**src/rtl/operand_forward_ctrl.sv**
```systemverilog
// Operand-forwarding select generator for the EX-stage ALU muxes, with
// one-cycle load-use stall detection and a saturating stall counter.
`default_nettype none

module operand_forward_ctrl #(
  parameter int REG_BITS  = 3,
  parameter int CNT_WIDTH = 16
) (
  input  logic                 clk,
  input  logic                 rst,
  input  logic                 id_valid,
  input  logic [REG_BITS-1:0]  id_rs,
  input  logic                 id_rs_used,
  input  logic [REG_BITS-1:0]  id_rt,
  input  logic                 id_rt_used,
  input  logic [REG_BITS-1:0]  id_rd,
  input  logic                 id_reg_we,
  input  logic                 id_is_load,
  input  logic                 id_sel_pc_a,
  input  logic                 id_sel_imm_b,
  input  logic                 flush,
  input  logic                 cnt_clr,
  output logic                 stall,
  output logic                 ex_valid,
  output logic [1:0]           ex_sel_a,
  output logic [1:0]           ex_sel_b,
  output logic [CNT_WIDTH-1:0] stall_count
);

  localparam logic [1:0] SEL_RF  = 2'b00;
  localparam logic [1:0] SEL_EX  = 2'b01;
  localparam logic [1:0] SEL_MEM = 2'b10;
  localparam logic [1:0] SEL_ALT = 2'b11;

  logic                 ex_v_q,   ex_v_d;
  logic [REG_BITS-1:0]  ex_rd_q,  ex_rd_d;
  logic                 ex_we_q,  ex_we_d;
  logic                 ex_ld_q,  ex_ld_d;
  logic                 mem_v_q,  mem_v_d;
  logic [REG_BITS-1:0]  mem_rd_q, mem_rd_d;
  logic                 mem_we_q, mem_we_d;
  logic                 exv_q,    exv_d;
  logic [1:0]           sel_a_q,  sel_a_d;
  logic [1:0]           sel_b_q,  sel_b_d;
  logic [CNT_WIDTH-1:0] cnt_q,    cnt_d;

  logic ex_fwd_ok;
  logic mem_fwd_ok;
  logic hz_a;
  logic hz_b;
  logic bubble;

  assign ex_fwd_ok  = ex_v_q & ex_we_q;
  assign mem_fwd_ok = mem_v_q & mem_we_q;

  // An operand replaced by PC+2 / immediate never depends on the load.
  assign hz_a   = id_rs_used & (id_rs == ex_rd_q) & ~id_sel_pc_a;
  assign hz_b   = id_rt_used & (id_rt == ex_rd_q) & ~id_sel_imm_b;
  assign stall  = id_valid & ~flush & ex_fwd_ok & ex_ld_q & (hz_a | hz_b);
  assign bubble = flush | stall | ~id_valid;

  function automatic logic [1:0] fwd_sel(input logic                ovr,
                                         input logic                used,
                                         input logic [REG_BITS-1:0] r);
    if (ovr)                                 return SEL_ALT;
    else if (used && ex_fwd_ok  && r == ex_rd_q)  return SEL_EX;
    else if (used && mem_fwd_ok && r == mem_rd_q) return SEL_MEM;
    else                                     return SEL_RF;
  endfunction

  always_comb begin
    mem_v_d  = ex_v_q;
    mem_rd_d = ex_rd_q;
    mem_we_d = ex_we_q;
    ex_v_d   = 1'b0;
    ex_rd_d  = ex_rd_q;
    ex_we_d  = ex_we_q;
    ex_ld_d  = ex_ld_q;
    exv_d    = 1'b0;
    sel_a_d  = SEL_RF;
    sel_b_d  = SEL_RF;
    if (!bubble) begin
      ex_v_d  = 1'b1;
      ex_rd_d = id_rd;
      ex_we_d = id_reg_we;
      ex_ld_d = id_is_load;
      exv_d   = 1'b1;
      sel_a_d = fwd_sel(id_sel_pc_a,  id_rs_used, id_rs);
      sel_b_d = fwd_sel(id_sel_imm_b, id_rt_used, id_rt);
    end

    cnt_d = cnt_q;
    if (cnt_clr)
      cnt_d = '0;
    else if (stall && (cnt_q != {CNT_WIDTH{1'b1}}))
      cnt_d = cnt_q + 1'b1;
  end

  always_ff @(posedge clk or negedge rst) begin
    if (!rst) begin
      ex_v_q   <= 1'b0;
      ex_rd_q  <= '0;
      ex_we_q  <= 1'b0;
      ex_ld_q  <= 1'b0;
      mem_v_q  <= 1'b0;
      mem_rd_q <= '0;
      mem_we_q <= 1'b0;
      exv_q    <= 1'b0;
      sel_a_q  <= SEL_RF;
      sel_b_q  <= SEL_RF;
      cnt_q    <= '0;
    end else begin
      ex_v_q   <= ex_v_d;
      ex_rd_q  <= ex_rd_d;
      ex_we_q  <= ex_we_d;
      ex_ld_q  <= ex_ld_d;
      mem_v_q  <= mem_v_d;
      mem_rd_q <= mem_rd_d;
      mem_we_q <= mem_we_d;
      exv_q    <= exv_d;
      sel_a_q  <= sel_a_d;
      sel_b_q  <= sel_b_d;
      cnt_q    <= cnt_d;
    end
  end

  assign ex_valid    = exv_q;
  assign ex_sel_a    = sel_a_q;
  assign ex_sel_b    = sel_b_q;
  assign stall_count = cnt_q;

endmodule

`default_nettype wire

```
**config.mk**
```make
export PLATFORM = sky130hd
export DESIGN_NAME = operand_forward_ctrl
export DESIGN_NICKNAME = d
export VERILOG_FILES = /design/src/rtl/operand_forward_ctrl.sv
export SDC_FILE = /design/constraint.sdc
export NUM_CORES = 1
export LEC_CHECK = 0
export ABC_CLOCK_PERIOD_IN_PS = 5500
export BUFFER_PORTS_ARGS = -buffer_cell sky130_fd_sc_hd__buf_2
export CORE_MARGIN = 1.5
export CORE_UTILIZATION = 50
export CTS_CLUSTER_SIZE = 28
export DETAILED_ROUTE_END_ITERATION = 16
export PLACE_DENSITY = 0.86
export SYNTH_ARGS = -nofsm -noshare
export SYNTH_HDL_FRONTEND = slang
export SYNTH_SLANG_ARGS = --single-unit
```
**constraint.sdc**
```tcl
create_clock -name clk -period 5.5 [get_ports clk]
set_input_delay 0.275 -clock clk [delete_from_list [all_inputs] [get_ports clk]]
set_output_delay 0.275 -clock clk [all_outputs]
set_load 0.1 [all_outputs]
```
==> results of run 1 <==
==> worst max path at each step <==
stage | start | endpoint | slack (ns) | cells after the start
3_3_place_gp | ex_rd_q[0] | stall_count[14] | 3.45 | 5
4_1_cts | ex_rd_q[0] | stall | 3.03 | 5
6_report | ex_rd_q[0] | stall | 3.04 | 5
5_1_grt | ex_rd_q[0] | stall | 2.90 | 5
2_1_floorplan | ex_valid | stall_count[7] | 2.56 | 6
3_5_place_dp | ex_rd_q[0] | stall_count[14] | 3.37 | 5
==> critical path: stages (launching register included) <==
cell	delay, ns
dfrtp_1	0.43
xnor2_1	0.29
nand4_1	0.16
a21o_1	0.29
inv_1	0.21
buf_2	0.47
==> report_power, final <==
| group | switching, uW | internal [uW] |
|---|---|---|
| combinational | 37.0 | 23.3 |
| clock | 77.1 | 75.1 |
| sequential | 9.77 | 239 |
| total | 124 | 338 |
==> state kept, by name (all words and copies together) (netlist names) <==
| name | cells |
|---|---|
| mem_rd_q | 3 |
| ex_valid | 1 |
| mem_v_q | 1 |
| ex_rd_q | 3 |
| ex_we_q | 1 |
| ex_sel_b | 2 |
| stall_count | 16 |
| mem_we_q | 1 |
| ex_ld_q | 1 |
| ex_sel_a | 2 |
==> layout by cell type, fill, tap and decap left out, types with 5 or more instances in the layout <==
cell      count
a21oi_1      11
buf_2        41
clkbuf_4      5
dfrtp_1      31
mux2_2        7
nand2_1       6
nand3_1       8
nand4_1       9
nor2_1        7
nor2b_1       9
nor4_1        6
o21ai_0       5
or3_1         5
xnor2_1       6
xor2_1        7
==> through the flow <==
stage               hold WS [ns]  cell area (sq um)  power [uW]  setup WS (ns)
detailed placement        0.3501               1859       313.8          3.375
CTS                       0.1633               1938       465.5          3.035
finish                    0.1702               1938       461.7          3.036
floorplan               -0.02059               1634       292.4          2.555
global route              0.1614               1938       482.9          2.897
global placement          0.3467               1859       311.9          3.449
==> synthesized netlist by cell type (all sizes together) (5+ instances only) <==
library cell and count:
dfrtp 31, nor4 6, o21ai 5, and3 5, or3 5, xor2 7, nand3 9, nand4 9
nor2b 9, nand2 6, a21oi 11, nor2 7, mux2 8, xnor2 6
==> per-layer routing <==
layer / GRT usage (%) / part of all wire, %
met1: 27.92 / 43
met2: 36.49 / 50
met3: 4.978 / 5.4
met4: 13.02 / 1.7
met5: 0 / 0
==> layout make-up <==
| type | count | area (sq um) | share of cell area, % |
|---|---|---|---|
| Multi-Input combinational cell | 118 | 808.3 | 41.70 |
| Sequential cell | 31 | 775.7 | 40.03 |
| Timing Repair Buffer | 42 | 215.2 | 11.10 |
| Clock buffer | 8 | 68.82 | 3.551 |
| Tap cell | 44 | 55.05 | 2.841 |
| Inverter | 4 | 15.01 | 0.7747 |
==> kinds of logic (layout without fill, tap and decap cells) <==
logic type	Yosys count	in the layout	synth area share, %
fa+ha+maj	1	1	0.7656
simple gates	68	68	25.34
buf+inv	9	54	3.062
flops	31	31	47.47
xor+xnor	13	13	6.968
mux	8	8	5.743
compound gates	28	28	10.64
==> results.json, run 1 <==
{
  "synth_nets": 179,
  "crit_fanout": 9,
  "drt-initial-drc-count": 59,
  "fin_cells": 247,
  "skew_ns": 0.007871,
  "fillers": 274,
  "cp.required_ns": 5.22,
  "antenna_left": 0,
  "drc": 0,
  "cp-end-kind": "primary output",
  "ys_seq_area_share_pct": 47.47,
  "first_global_vias": 1363,
  "fin_crit_ns": 2.464,
  "hold_class": "primary input to flip-flop",
  "clockRootBuffer": "clkbuf_4",
  "rsz0062_at_grt": "false",
  "cts-buffers-inserted": 5,
  "coreArea_sq_mm": 0.003078,
  "antenna_cells": 0,
  "overflow": 0,
  "setup_tns_ns": 0,
  "worst_ep_arrival_time_ns": 2.19,
  "power_density_mw_per_mm2": 238.2,
  "routed_wl_microns": 3490,
  "clk-insertion-delay-late_ns": 0.34,
  "syn_inst": 158,
  "rr_endpoint": "stall_count[12]",
  "postCtsSetupBuffers": 0,
  "fmax_mhz": 405.9,
  "grt_use_total_pct": 22.70,
  "clock_path_buffers": 2,
  "io_pins": 42,
  "num_vias": 1399,
  "layout-drive-gt1-share_pct": 30.54,
  "cts_tree": "yes",
  "die-area_sq_mm": 0.003620,
  "synth_top_area_share_pct": 47.47,
  "cp-start-kind": "flip-flop",
  "whs_path_depth": 2,
  "p_leak_uw": 0.0008607,
  "max-cap-violations": 0,
  "die_h_microns": 60.17,
  "grt_pass1_wl_microns": 5947,
  "synth_edf_count": 0,
  "hold_end": "ex_we_q",
  "ys_ff_latch": 31,
  "post-route-period-util_pct": 44.79,
  "antenna_found_initial": 0,
  "die_width_microns": 60.17,
  "first_pass_iters": 4,
  "synthDistinctLibCells": 38,
  "post_cts_resized": 0,
  "routed_via_density": 5.664,
  "avgSynthCellArea_sq_um": 10.34,
  "final_max_slew_viol_count": 0,
  "io_buffers": 41,
  "ys.flop_type": "dfrtp_1",
  "path_clk_slew_ns": 0.09,
  "tightest_slew_ns": 0.7758,
  "synthArstFlopShare_pct": 100.0,
  "status": "finished, final reports clean",
  "peakVddDrop_mv": 0.2005,
  "hold_violations": 0,
  "netlist_area_sq_mm": 0.001634,
  "finish.utilization_pct": 62.97,
  "min_from": "id_reg_we",
  "rows": 20,
  "detail_route.wl_per_cell_microns": 14.13,
  "nets": 223,
  "area.growth.synth_to_final_pct": 18.61,
  "start_util_pct": 53.09,
  "grt_max_degree": 32,
  "dp_cells": 238,
  "slew_headroom_pct": 47.80,
  "yosys_warnings": 0,
  "cts_htree_levels": 2,
  "final-setup-viol-count": 0,
  "synth.area.top_cells": "dfrtp_1, mux2_2, xor2_1",
  "clkSinkCount": 31,
  "r2r_cells": 5,
  "path_class": "flip-flop to primary output",
  "gp_congestion": 0.8184,
  "hpwl_microns": 2532,
  "ff2ff_setup_slack_ns": 3.37,
  "r2r-start": "ex_rd_q[0]",
  "ctsHoldBuffers": 1,
  "yosysTopAreaCell": "dfrtp_1"
}
(Power assumes the default switching activity.)
==> inputs of run 2 (changes only) <==
Settings changed: ABC_CLOCK_PERIOD_IN_PS 5500 to 2100, CORE_UTILIZATION 50 to 47, PLACE_DENSITY 0.86 to 0.85.
Clock period 5.5 ns to 2.1 ns, I/O delays scaled along.
==> results.json, run 2 (synthesis results as in run 1) <==
{
  "status": "finished, final reports clean",
  "io_pins": 42,
  "power.internal_uw": 1094,
  "gp_congestion": 0.8318,
  "cts_htree_levels": 2,
  "grt_pass1_wl_microns": 5727,
  "path_clk_slew_ns": 0.11,
  "nets": 235,
  "cts_tree": "yes",
  "die_h_microns": 61.97,
  "min_from": "id_sel_pc_a",
  "slew_headroom_pct": 55.28,
  "rsz0062_at_grt": "true",
  "clock_path_buffers": 2,
  "layout-drive-gt1-share_pct": 46.51,
  "pwr-share-seq_pct": 45.4,
  "drc": 0,
  "grt_max_degree": 32,
  "design_area_sq_mm": 0.002183,
  "cp-end-kind": "flip-flop",
  "fin_crit_ns": 1.997,
  "layout_common_cells": "buf_2, dfrtp_2, dfrtp_1, a21oi_1",
  "clk-insertion-delay-late_ns": 0.34,
  "hold_violations": 0,
  "first_global_vias": 1330,
  "path_class": "flip-flop to flip-flop",
  "die-area_sq_mm": 0.003840,
  "final_max_slew_viol_count": 0,
  "critical_path.max_stage_delay_ns": 0.47,
  "peakVddDrop_mv": 0.4488,
  "skew_ns": 0.007101,
  "whs_ns": 0.03314,
  "antenna_cells": 0,
  "cp.required_ns": 2.36,
  "overflow": 0,
  "io_buffers": 41,
  "p_sw_uw": 362.3,
  "largest_reg_flops": 16,
  "die_width_microns": 61.97,
  "fmax_mhz": 500.8,
  "p_leak_uw": 0.0009233,
  "setup_tns_ns": 0,
  "drt-initial-drc-count": 54,
  "max-cap-violations": 0,
  "num_vias": 1453,
  "routed_wl_microns": 3823,
  "r2r-start": "ex_rd_q[0]",
  "area.growth.synth_to_final_pct": 33.61,
  "detail_route.wl_per_cell_microns": 14.65,
  "p_total_uw": 1457,
  "cp_slowest_cell": "dfrtp_2",
  "crit_path_start": "ex_rd_q[0]",
  "power_density_mw_per_mm2": 667.1,
  "worst_ep_arrival_time_ns": 2.26,
  "power_frac_comb_pct": 13.9,
  "post-route-period-util_pct": 95.08,
  "cp-start-kind": "flip-flop",
  "first_pass_iters": 4,
  "clockRootBuffer": "clkbuf_4",
  "hpwl_microns": 2574,
  "final-setup-viol-count": 0,
  "cts-buffers-inserted": 5,
  "crit_fanout": 12,
  "rows": 21,
  "tightest_slew_ns": 0.6708,
  "clkPwrFrac_pct": 40.7,
  "finish.utilization_pct": 65.43,
  "dpl-instance-area_sq_mm": 0.001948,
  "final_common_cell": "buf_2",
  "coreArea_sq_mm": 0.003337,
  "ff2ff_setup_slack_ns": 0.10,
  "grt_use_total_pct": 20.88,
  "start_util_pct": 48.97,
  "hold_class": "primary input to flip-flop",
  "clkSinkCount": 31,
  "switching_share_pct": 24.88,
  "antenna_found_initial": 0,
  "antenna_left": 0,
  "routed_via_density": 5.567,
  "critical_path.cell_chain": "xnor2_2 > nand4_1 > a211o_1 > buf_4 > or3_1 > a21oi_1"
}
==> run 2: final timing paths <==
kind / endpoint / cells after the start
worst max-delay path: stall_count[3] / 6
worst min-delay path: ex_sel_a[0] / 3
worst max register to register: stall_count[3] / 6
worst min register to register: mem_we_q / 0
min in group asynchronous: ex_sel_b[1] / 2
max in group asynchronous: stall_count[1] / 2
==> run 2: stage by stage <==
stage                     cells  setup slack [ns]
after floorplan             158           -0.1297
after detailed placement    245            0.1137
after global placement      245            0.1419
final                       261            0.1034
after CTS                   258           0.05198
after global routing        261          -0.03409
==> run 2: power groups by stage <==
stage	registers [uW]	clock network [uW]	logic, uW
3_3_place_gp	663	0	161
2_1_floorplan	690	0	79.5
5_1_grt	665	632	220
4_1_cts	652	605	172
3_5_place_dp	665	0	165
6_report	661	593	202
==> run 2: what timing repair did <==
| action | 4_1_cts | 5_1_grt |
|---|---|---|
| setup endpoints to repair | 1 | 8 |
| endpoints found under the hold margin | 35 | 1 |
| resized for setup | 1 | 10 |
| hold buffers | 5 | 1 |
| setup buffers | 0 | 2 |
| pin swaps | 0 | 2 |
==> run 2: cell type report <==
type                            instances  area (sq um)
Fill cell                             282          1154
Multi-Input combinational cell        118         870.8
Sequential cell                        31         807.0
Timing Repair Buffer                   54         324.1
Clock inverter                          3         67.56
Tap cell                               46         57.56
Clock buffer                            5         37.54
Inverter                                4         18.77
==> run 2: critical path: cells and delay by family (launching register included) <==
| kind | cells | cell delay [ns] |
|---|---|---|
| xor gates and xnor gates | 1 | 0.19 |
| AOI/OAI and AO/OA | 2 | 0.55 |
| buffers and inverters | 1 | 0.20 |
| DFF | 1 | 0.47 |
| and+or+nand+nor | 2 | 0.51 |
==> run 2: layer usage <==
metal	vias to the layer above	global-route usage (%)	routed length [microns]
met1	684	26.61	1640
met4	0	13.98	71
met3	9	3.934	189
met5	-	0	0
li1	703	-	-
met2	57	32.14	1923
